File: config.mk
export PLATFORM = sky130hd
export DESIGN_NAME = uart_baud_gen
export DESIGN_NICKNAME = d
export VERILOG_FILES = /design/src/rtl/uart_baud_gen.sv
export SDC_FILE = /design/constraint.sdc
export NUM_CORES = 1
export LEC_CHECK = 0
export CORE_MARGIN = 2
export CORE_UTILIZATION = 54
export CTS_BUF_LIST = sky130_fd_sc_hd__clkbuf_4 sky130_fd_sc_hd__clkbuf_8 sky130_fd_sc_hd__clkbuf_16
export DETAILED_ROUTE_END_ITERATION = 10
export PLACE_DENSITY = 0.79
export SLEW_MARGIN = 20
export SYNTH_ARGS = -nofsm -noshare
export SYNTH_HDL_FRONTEND = slang
export SYNTH_SLANG_ARGS = --single-unit
File: constraint.sdc
create_clock -name clk -period 2.48 [get_ports clk]
set_clock_uncertainty 0.15 [all_clocks]
set_input_delay 0.248 -clock clk [delete_from_list [all_inputs] [get_ports clk]]
set_output_delay 0.248 -clock clk [all_outputs]
set_load 0.005 [all_outputs]
File: src/rtl/uart_baud_gen.sv
// uart_baud_gen: UART baud tick generator with table/custom divisor, TX/RX phase,
// and optional frame autostop enabled by defining UART_BAUD_GEN_AUTOSTOP_EN.
module uart_baud_gen #(
    parameter int SYS_CLK    = 50_000_000,
    parameter int OVERSAMPLE = 1,
    parameter int MODE       = 0,
    parameter int DIV_W      = 16,
    parameter int FRAME_BITS = 10
) (
    input  logic             clk,
    input  logic             rst,
    input  logic [3:0]       baud_set,
    input  logic [DIV_W-1:0] div_custom,
    input  logic             start,
    input  logic             stop,
    output logic             busy,
    output logic             tick,
    output logic             done
);

    function automatic logic [DIV_W-1:0] div_for(input int rate);
        return DIV_W'(SYS_CLK / (rate * OVERSAMPLE) - 1);
    endfunction

    localparam logic [7:0][DIV_W-1:0] DIV_TAB = {
        div_for(921_600), div_for(460_800), div_for(230_400), div_for(115_200),
        div_for(57_600),  div_for(38_400),  div_for(19_200),  div_for(9_600)
    };

    if (!(OVERSAMPLE == 1 || OVERSAMPLE == 8 || OVERSAMPLE == 16) || FRAME_BITS < 1 ||
        (64'(SYS_CLK / (9600 * OVERSAMPLE)) >> DIV_W) != 64'd0) begin : g_cfg_err
        $error("uart_baud_gen: illegal parameter combination");
    end

    typedef enum logic {IDLE, RUN} state_t;

    state_t           state, next_state;
    logic [DIV_W-1:0] div_q, div_sel, cnt, cnt_d, rx_phase;
    logic [DIV_W:0]   div_p1;
    logic             accept, wrap, run_next, tick_d;

    // State register; reset overrides every other input.
    always_ff @(posedge clk) begin
        if (!rst) state <= IDLE;
        else      state <= next_state;
    end

    // Next state: stop beats start in IDLE; stop or frame end leaves RUN.
    always_comb begin
        next_state = (state == IDLE) ? ((start && !stop) ? RUN : IDLE)
                                     : ((stop || done) ? IDLE : RUN);
    end

    // Outputs decoded from state.
    always_comb begin
        busy = (state == RUN);
    end

    // Divisor selection, RX half-period preload and period counter next value.
    always_comb begin
        div_sel  = baud_set[3] ? ((div_custom == '0) ? DIV_W'(1) : div_custom)
                               : DIV_TAB[baud_set[2:0]];
        div_p1   = {1'b0, div_sel} + (DIV_W+1)'(1);
        rx_phase = DIV_W'(div_p1 - (div_p1 >> 1));
        accept   = (state == IDLE) && (next_state == RUN);
        run_next = (next_state == RUN);
        wrap     = (cnt == div_q);
        tick_d   = run_next && (accept ? (MODE == 0) : wrap);
        cnt_d    = !run_next ? '0
                 : accept    ? ((MODE == 0) ? '0 : rx_phase)
                 : wrap      ? '0
                 : cnt + DIV_W'(1);
    end

    // Period counter, latched divisor and registered tick.
    always_ff @(posedge clk) begin
        if (!rst) begin
            cnt   <= '0;
            div_q <= DIV_TAB[0];
            tick  <= 1'b0;
        end else begin
            cnt   <= cnt_d;
            div_q <= accept ? div_sel : div_q;
            tick  <= tick_d;
        end
    end

`ifdef UART_BAUD_GEN_AUTOSTOP_EN
    localparam int N_TICKS = FRAME_BITS * OVERSAMPLE;
    localparam int TW      = $clog2(N_TICKS + 1);

    logic [TW-1:0] tcnt, tcnt_inc;
    logic          done_d;

    // Ticks issued so far in this frame; done marks the last one.
    always_comb begin
        tcnt_inc = tcnt + TW'(1);
        done_d   = tick_d && (tcnt_inc == TW'(N_TICKS));
    end

    // Frame tick counter and done pulse registers.
    always_ff @(posedge clk) begin
        if (!rst) begin
            tcnt <= '0;
            done <= 1'b0;
        end else begin
            tcnt <= !run_next ? '0 : tick_d ? tcnt_inc : tcnt;
            done <= done_d;
        end
    end
`else
    assign done = 1'b0;
`endif

endmodule

After elaboration in Yosys (flattened, before gate mapping)
Memories as Yosys holds them, arrays and structs flattened. Index checks and enable logic that the tools add are counted.

Bits in registers: 34. Bits in read-only memories: 128. Bits of input ports: 24. Output and inout bits: 3. Memories: 1.

Memories: (no name shown) (depth 8, bits a word 16, read ports 1, clocked after Yosys merged registers in 0, wr ports 0, RTL line 62) `: DIV_TAB[baud_set[2:0]];`.

Add/sub/neg operators: 1. Magnitude comparators: 1. Equality and inequality tests: 1. Multiplexer cells: 7. Bitwise logic cells: 3. Reduce and logical (&&, ||, !) cells: 6.

Operators by type and width (number): 16-bit two-way mux (3); 16-bit by 1-bit adder with 16-bit output (second input constant) (1); 16-bit equality test (1); 16-bit logical NOT (1); 3-bit by 4-bit < comparator with 1-bit output (second input constant) (1); 1-bit two-way mux (4); 4-bit OR reduction (1); 1-bit logical AND (3); 1-bit NOT (3); 1-bit logical NOT (1).

Longest topological paths before layout
Depth after elaboration: 7. Mapped depth: 6. Gate-level depth less buffers: 6.

Worst setup path after synthesis
No wires, ideal clock.

Kind: register to register. From: register cnt[3]. To: register cnt[15]. Library setup time: 0.079 ns. Arrival time: 1.550 ns. Setup slack: 0.700 ns. Stages on the path, launching flop included: 6. Period minus slack after synthesis: 1.780 ns. Cells stage by stage: dfxtp_1 -> buf_2 -> nand4_4 -> or2_4 -> or4_4 -> a211oi_2.

Cells in the longest elaborated chain, start to end: 2.

RTL lines: start, declared (RTL line 38) `logic [DIV_W-1:0] div_q, div_sel, cnt, cnt_d, rx_phase;`; start signal, assigned (RTL line 82) `cnt <= cnt_d;`; branches (longest 2 deep; another with 16-bit by 1-bit adder with 16-bit output).

Parallel ways; which one is timed is not known. A chain may end at the register's enable or synchronous reset.

Worst setup path after layout
Ends and elaborated chain as after synthesis.

==> summary.md <==
| Metric | Value |
|---|---|
| Syn Inst Count | 215 |
| FF/Latch Area | 681 um2 |
| Async S/R FF share, synth | 0% |
| Global-route wire length before repair | 7030 um |
| Startpoint type of the worst setup path | flip-flop |
| Worst Slack Setup Final | 0.550 ns |
| CTS tree | yes |
| Core Util, Final | 67.3% |
| Placed cell area | 2180 um2 |
| Critical R2R Capture | cnt[15] |
| Die H | 63.0 um |
| Levels on crit path | 4 |
| Max clock buf depth | 2 |
| Cell Count Post-Placement | 280 |
| GP Congestion | 0.849 |
| Status | finished clean |
| Hold Crit Class | flip-flop to flip-flop |
| Pre-CTS WS | 0.383 ns |
| Iter 0 DRT Violations | 64 |
| Primary FF master, synth | dfxtp_1 |
| Post-DR wirelength/cell | 13.6 um |
| Overall track demand over capacity in global routing | 22.4% |
| Clock transition at the registers of the reported paths | 0.10 ns |
| Post-route DRC | 0 |
| Final hold viol count | 0 |
| # diodes | 0 |
| Most frequent cell after synthesis | dfxtp_1 |
| Final nets | 272 |
| Yosys reg bits | 34 |
| Met3 WL | 189 um |
| Hold Path Depth | 2 |
| Top sig layer | met4 |
| Max_cap viols | 0 |
| Mapped cell area | 1880 um2 |
| Metal-1 WL | 1830 um |
| Met2 wire length | 1850 um |
| Post-synth cell types | 42 |
| Total number of vias | 1585 |
| CTS Root Buffer Type | clkbuf_4 |
| Rows | 21 |
| H-tree levels | 2 |
| Routed Antenna Nets | 0 |
| Worst-path cell chain | nand4_4, or2_4, or4_4, a211oi_2 |
| Post-DP HPWL | 2990 um |
| Critical Path Sink | cnt[15] |
| CP max stage delay | 0.52 ns |
| RSZ-0062 raised after global routing | false |
| Sequential cell area fraction in the yosys report | 36.2% |
| Fillers | 279 |
| Min Hold Slack | 0.342 ns |
| Synth Warn # | 0 |
| First-pass DRT Iterations | 4 |
| Input/output buffers | 25 |
| Layout Cells excl Fill | 288 |
| Crit end category | flip-flop |
| Die Area | 3970 um2 |
| Pwr Total | 1.05 mW |
| CP startpoint | cnt[3] |
| Io pins | 27 |
| Flop2flop setup slack | 0.55 ns |
| Post-synth top cells | 34 x dfxtp_1, 29 x nand2_1, 24 x xnor2_1 |
| Initial antenna violation count | 0 |
| Area Overhead vs Synth | 19.4% |
| Cts repair resizes | 0 |
| Count of final setup violators | 0 |
| Vias in the first global route | 1553 |
| Power per Cell Area | 469 nW/um2 |
| Synth top area share | 36.2% |
| Post-synth EDFFs | 0 |
| Critical path buffers and inverters | 0 |
| Top cells by area, synth | dfxtp_1 36%, xnor2_1 11%, nand2_1 5.8% |
| Period utilization | 77.8% |
| Slew headroom | 59.4% |
| Layout cell share with drive strength beyond 1 | 9.09% |
| Yosys top cell by area | dfxtp_1 |
| Via density per instance | 5.50 |
| Num CTS Buffers | 5 |
| Slowest CP cell | dfxtp_1 |
| WP data arrival | 2.05 ns |
| Worst path top cell family by delay | simple AND/OR/NAND/NOR gates |
| Syn Area/Cell | 8.75 um2 |
| Placeable Area | 3340 um2 |
| Critical path type | flip-flop to flip-flop |
| Req. time, crit path | 2.60 ns |
| Final Max Tran Viols | 0 |
| Hold Path Origin | div_q[3] |
| Worst-margin pin slew | 0.607 ns |
| Sink count of the clock tree | 34 |
| Footprint of the multi-input gates | 1130 um2 |
| Die width | 63.0 um |
| Hold_buf cts | 0 |
| Peak VDD IR | 0.276 mV |
| FF-to-FF Start | cnt[3] |
| Gr ovfl total | 0 |
| Max Fclk | 518 MHz |
| Setup TNS | 0 ns |
| Initial Utilization | 56.4% |
| Worst Reg-to-Reg Cells | 4 |
| CP Max Fanout | 8 |
| Min cycle time layout | 1.93 ns |
| Largest net degree at the start of global routing | 19 |
| Syn Nets | 246 |
| Leak | 0.770 nW |
| Final instance area | 2250 um2 |
| Post-CTS setup buffers | 0 |
| Clock Latency Late Sink | 0.34 ns |
| Detailed Route WL | 3930 um |
==> layout by cell type, fill, tap and decap left out, types with 2 or more instances in the layout <==
master / netlist / final
ha_1: 7 / 7
nand4_1: 6 / 6
clkbuf_4: 0 / 6
a21boi_0: 6 / 6
a211oi_1: 5 / 5
buf_4: 1 / 6
o31ai_1: 2 / 2
nor3_1: 15 / 15
xnor2_1: 24 / 24
nand2b_1: 3 / 3
clkdlybuf4s50_1: 0 / 25
nor2_1: 6 / 6
nor3b_1: 8 / 8
nand3_1: 5 / 5
nor4_1: 6 / 6
o21ai_0: 9 / 9
inv_1: 5 / 5
o211ai_1: 5 / 5
mux2i_1: 4 / 4
xor2_1: 4 / 4
o311ai_0: 2 / 2
dfxtp_1: 34 / 34
nand2_1: 29 / 29
==> flip-flops by register name (all words and copies together) (netlist names) <==
register / flops
div_q: 16
tick: 1
cnt: 16
busy: 1
==> power breakdown <==
part	internal, mW	switching (mW)	total, mW	leakage (nW)
registers	0.562	0.0128	0.575	0.277
clock network	0.148	0.184	0.332	0.0387
logic	0.0785	0.0673	0.146	0.455
total	0.789	0.264	1.05	0.770
==> worst min-delay path by stage <==
stage,endpoint,slack [ns]
2_1_floorplan,busy,0.20
3_3_place_gp,div_q[5],0.32
3_5_place_dp,div_q[3],0.33
4_1_cts,div_q[3],0.34
5_1_grt,div_q[3],0.35
6_report,div_q[3],0.34
==> worst register-to-register path, delay by kind of cell, from the launching register on <==
| kind | cells | cell delay, ns |
|---|---|---|
| compound gates | 1 | 0.21 |
| simple gates | 3 | 1.00 |
| flops | 1 | 0.52 |
==> metal layers <==
metal  vias to the layer above  GRT usage [%]
met5                         -              0
met4                         0           8.06
met3                         5           5.59
met2                        31           35.4
met1                       734           29.6
li1                        815              -
==> cell families after synthesis <==
| logic type | count (synthesis) | synth area share [%] |
|---|---|---|
| fa+ha+maj | 7 | 4.65 |
| flops | 34 | 36.2 |
| buf+inv | 17 | 3.72 |
| other cells | 1 | 0.199 |
| compound gates | 35 | 13.4 |
| mux | 4 | 2.13 |
| simple gates | 89 | 26.7 |
| xor+xnor | 28 | 13.0 |
==> final cells by class <==
cell class / instances / share of cell area (%)
multi-input cells: 164 / 50.3
flip-flops and latches: 34 / 30.3
repair buffers: 31 / 13.1
clock buffers: 7 / 2.62
well taps: 46 / 2.56
inverters: 5 / 0.835
clock inverters: 1 / 0.223
Power figures use the tool's default switching activity.
==> RTL change, RTL diff (config.mk and constraints unchanged) <==
Remove the register `tick`: a continuous assignment takes its place, so the output `tick` follows one clock earlier. Comments in the files are not updated.
--- a/src/rtl/uart_baud_gen.sv
+++ b/src/rtl/uart_baud_gen.sv
@@ -77,13 +77,13 @@
         if (!rst) begin
             cnt   <= '0;
             div_q <= DIV_TAB[0];
-            tick  <= 1'b0;
         end else begin
             cnt   <= cnt_d;
             div_q <= accept ? div_sel : div_q;
-            tick  <= tick_d;
         end
     end
+
+    assign tick = tick_d;
 
 `ifdef UART_BAUD_GEN_AUTOSTOP_EN
     localparam int N_TICKS = FRAME_BITS * OVERSAMPLE;
Check against the original RTL: not equivalent (a bounded check fails within 4 cycles, from zero or initial values and one cycle with rst low).
==> RTL change against the original RTL <==
  * Sequential power fell by 2%
  * Fmax is 20% lower
  * Cell area grew 0.78%
  * Largest power group unchanged
  * Power down 2.6%
  * Worst setup slack worse by 0.47 ns
  * Area after synthesis is 1.2% lower
  * Routed wire length is 1.5% higher
  * Sequential cell count decreased by 1
  * Clock power fell by 5%
  * Sequential share of layout area decreased by 0.18 points
==> RTL change: results <==
[outcome]
status = "complete, no violations"

[global_routing]
gr-usage-met2 = 0.366
grt_max_degree = 22
track_usage = 0.223
grtUsageMet1 = 0.288
grt_pass1_wl_mm = 6.89
met3_usage = 0.0450

[placement]
routabilityCongestion = 0.880
hpwlAfterDp_mm = 3.04

[setup_path]
critical_path.top_delay_family = "buffers and inverters"
r2r_slack_ns = 0.64
crit_fanout = 2
slowest_stage = "clkdlybuf4s50_1"
critPathLaunch = "div_q[13]"
crit_path_max_incr_delay_ns = 0.49
cp.arrival_ns = 2.00
cp-endpoint = "tick"
r2r-start = "cnt[0]"
r2r-end = "cnt[15]"

[route]
wl_met2_mm = 1.89
wl_met3_um = 161
wl_mm = 3.99
wl_met1_mm = 1.89
num_vias = 1591

[worst_hold_path]
min_to = "div_q[8]"
min_from = "div_q[8]"

[pwr]
power.leakage_nw = 0.827
peakVddDrop_mv = 0.290
power_mw = 1.03
internal_power_uw = 771
pg_seq_uw = 561
p_comb_frac = 0.146

[synthesis]
synthTopCellsByCount = "33 x dfxtp_1, 22 x nand2_1, 22 x xnor2_1, 14 x nor3_1"
yosysSeqAreaShare = 0.355
syn_avg_cell_area_um2 = 8.61
synth_nets = 247
synthTopCellsByArea = "dfxtp_1 36%, xnor2_1 10%, ha_1 4.7%"

[timing]
fin_hold_ws_ns = 0.336

[finish]
finalNonFillerCells = 287
drive_gt1_frac = 0.166

[floorplanning]
dieWidth_um = 62.7

[cts]
clkTransAtPathRegs_ns = 0.09
-- RTL change: cell types whose count changed in the layout (fill, tap and decap cells not counted), moves of 3 or more --
cell / delta
nor3b_1: -5
nand4_1: +3
xnor2_2: +3
dfxtp_2: +14
inv_1: +4
a21oi_1: +4
o211a_1: +3
nand2_1: -7
xnor2_1: -5
and3_1: +3
dfxtp_1: -16
nand3_1: +4
o211ai_1: -4
-- RTL change: cells by family (layout without fill, tap and decap cells) --
family                     count (synthesis)  in the layout  share of synthesized area
AOI/OAI and AO/OA                         38             38                      0.149
xor gates and xnor gates                  28             28                      0.132
adders and majority gates                  7              7                     0.0471
buffers and inverters                     22             47                     0.0478
DFF                                       33             33                      0.355
muxes                                      2              2                     0.0108
other                                      1              1                    0.00202
and+or+nand+nor                           85             85                      0.256
-- RTL change: layout make-up --
cell class | instances | area (um^2)
Multi-Input combinational cell | 161 | 1140
Clock buffer | 7 | 58.8
Fill cell | 278 | 1050
Timing Repair Buffer | 31 | 295
Inverter | 9 | 33.8
Sequential cell | 33 | 682
Tap cell | 46 | 57.6
-- RTL change: repair_timing --
item / in CTS / in global routing
hold buffers: 0 / 0
hold endpoints to repair: 0 / 0
gates resized for setup: 0 / 19
endpoints found under the setup margin: 0 / 1
-- RTL change: metrics by stage --
| stage | TNS (ns) | worst slack (ns) |
|---|---|---|
| final | 0 | 0.0816 |
| after global routing | -0.00296 | -0.00296 |
| after CTS | 0 | 0.0160 |
| after detailed placement | 0 | 0.389 |
| after global placement | 0 | 0.390 |
| after floorplan | 0 | 0.643 |
-- RTL change: worst min-delay path, cell delays in order, from the launching register on --
cell      delay [ns]
dfxtp_1         0.33
nand2_1         0.05
a21boi_0        0.06
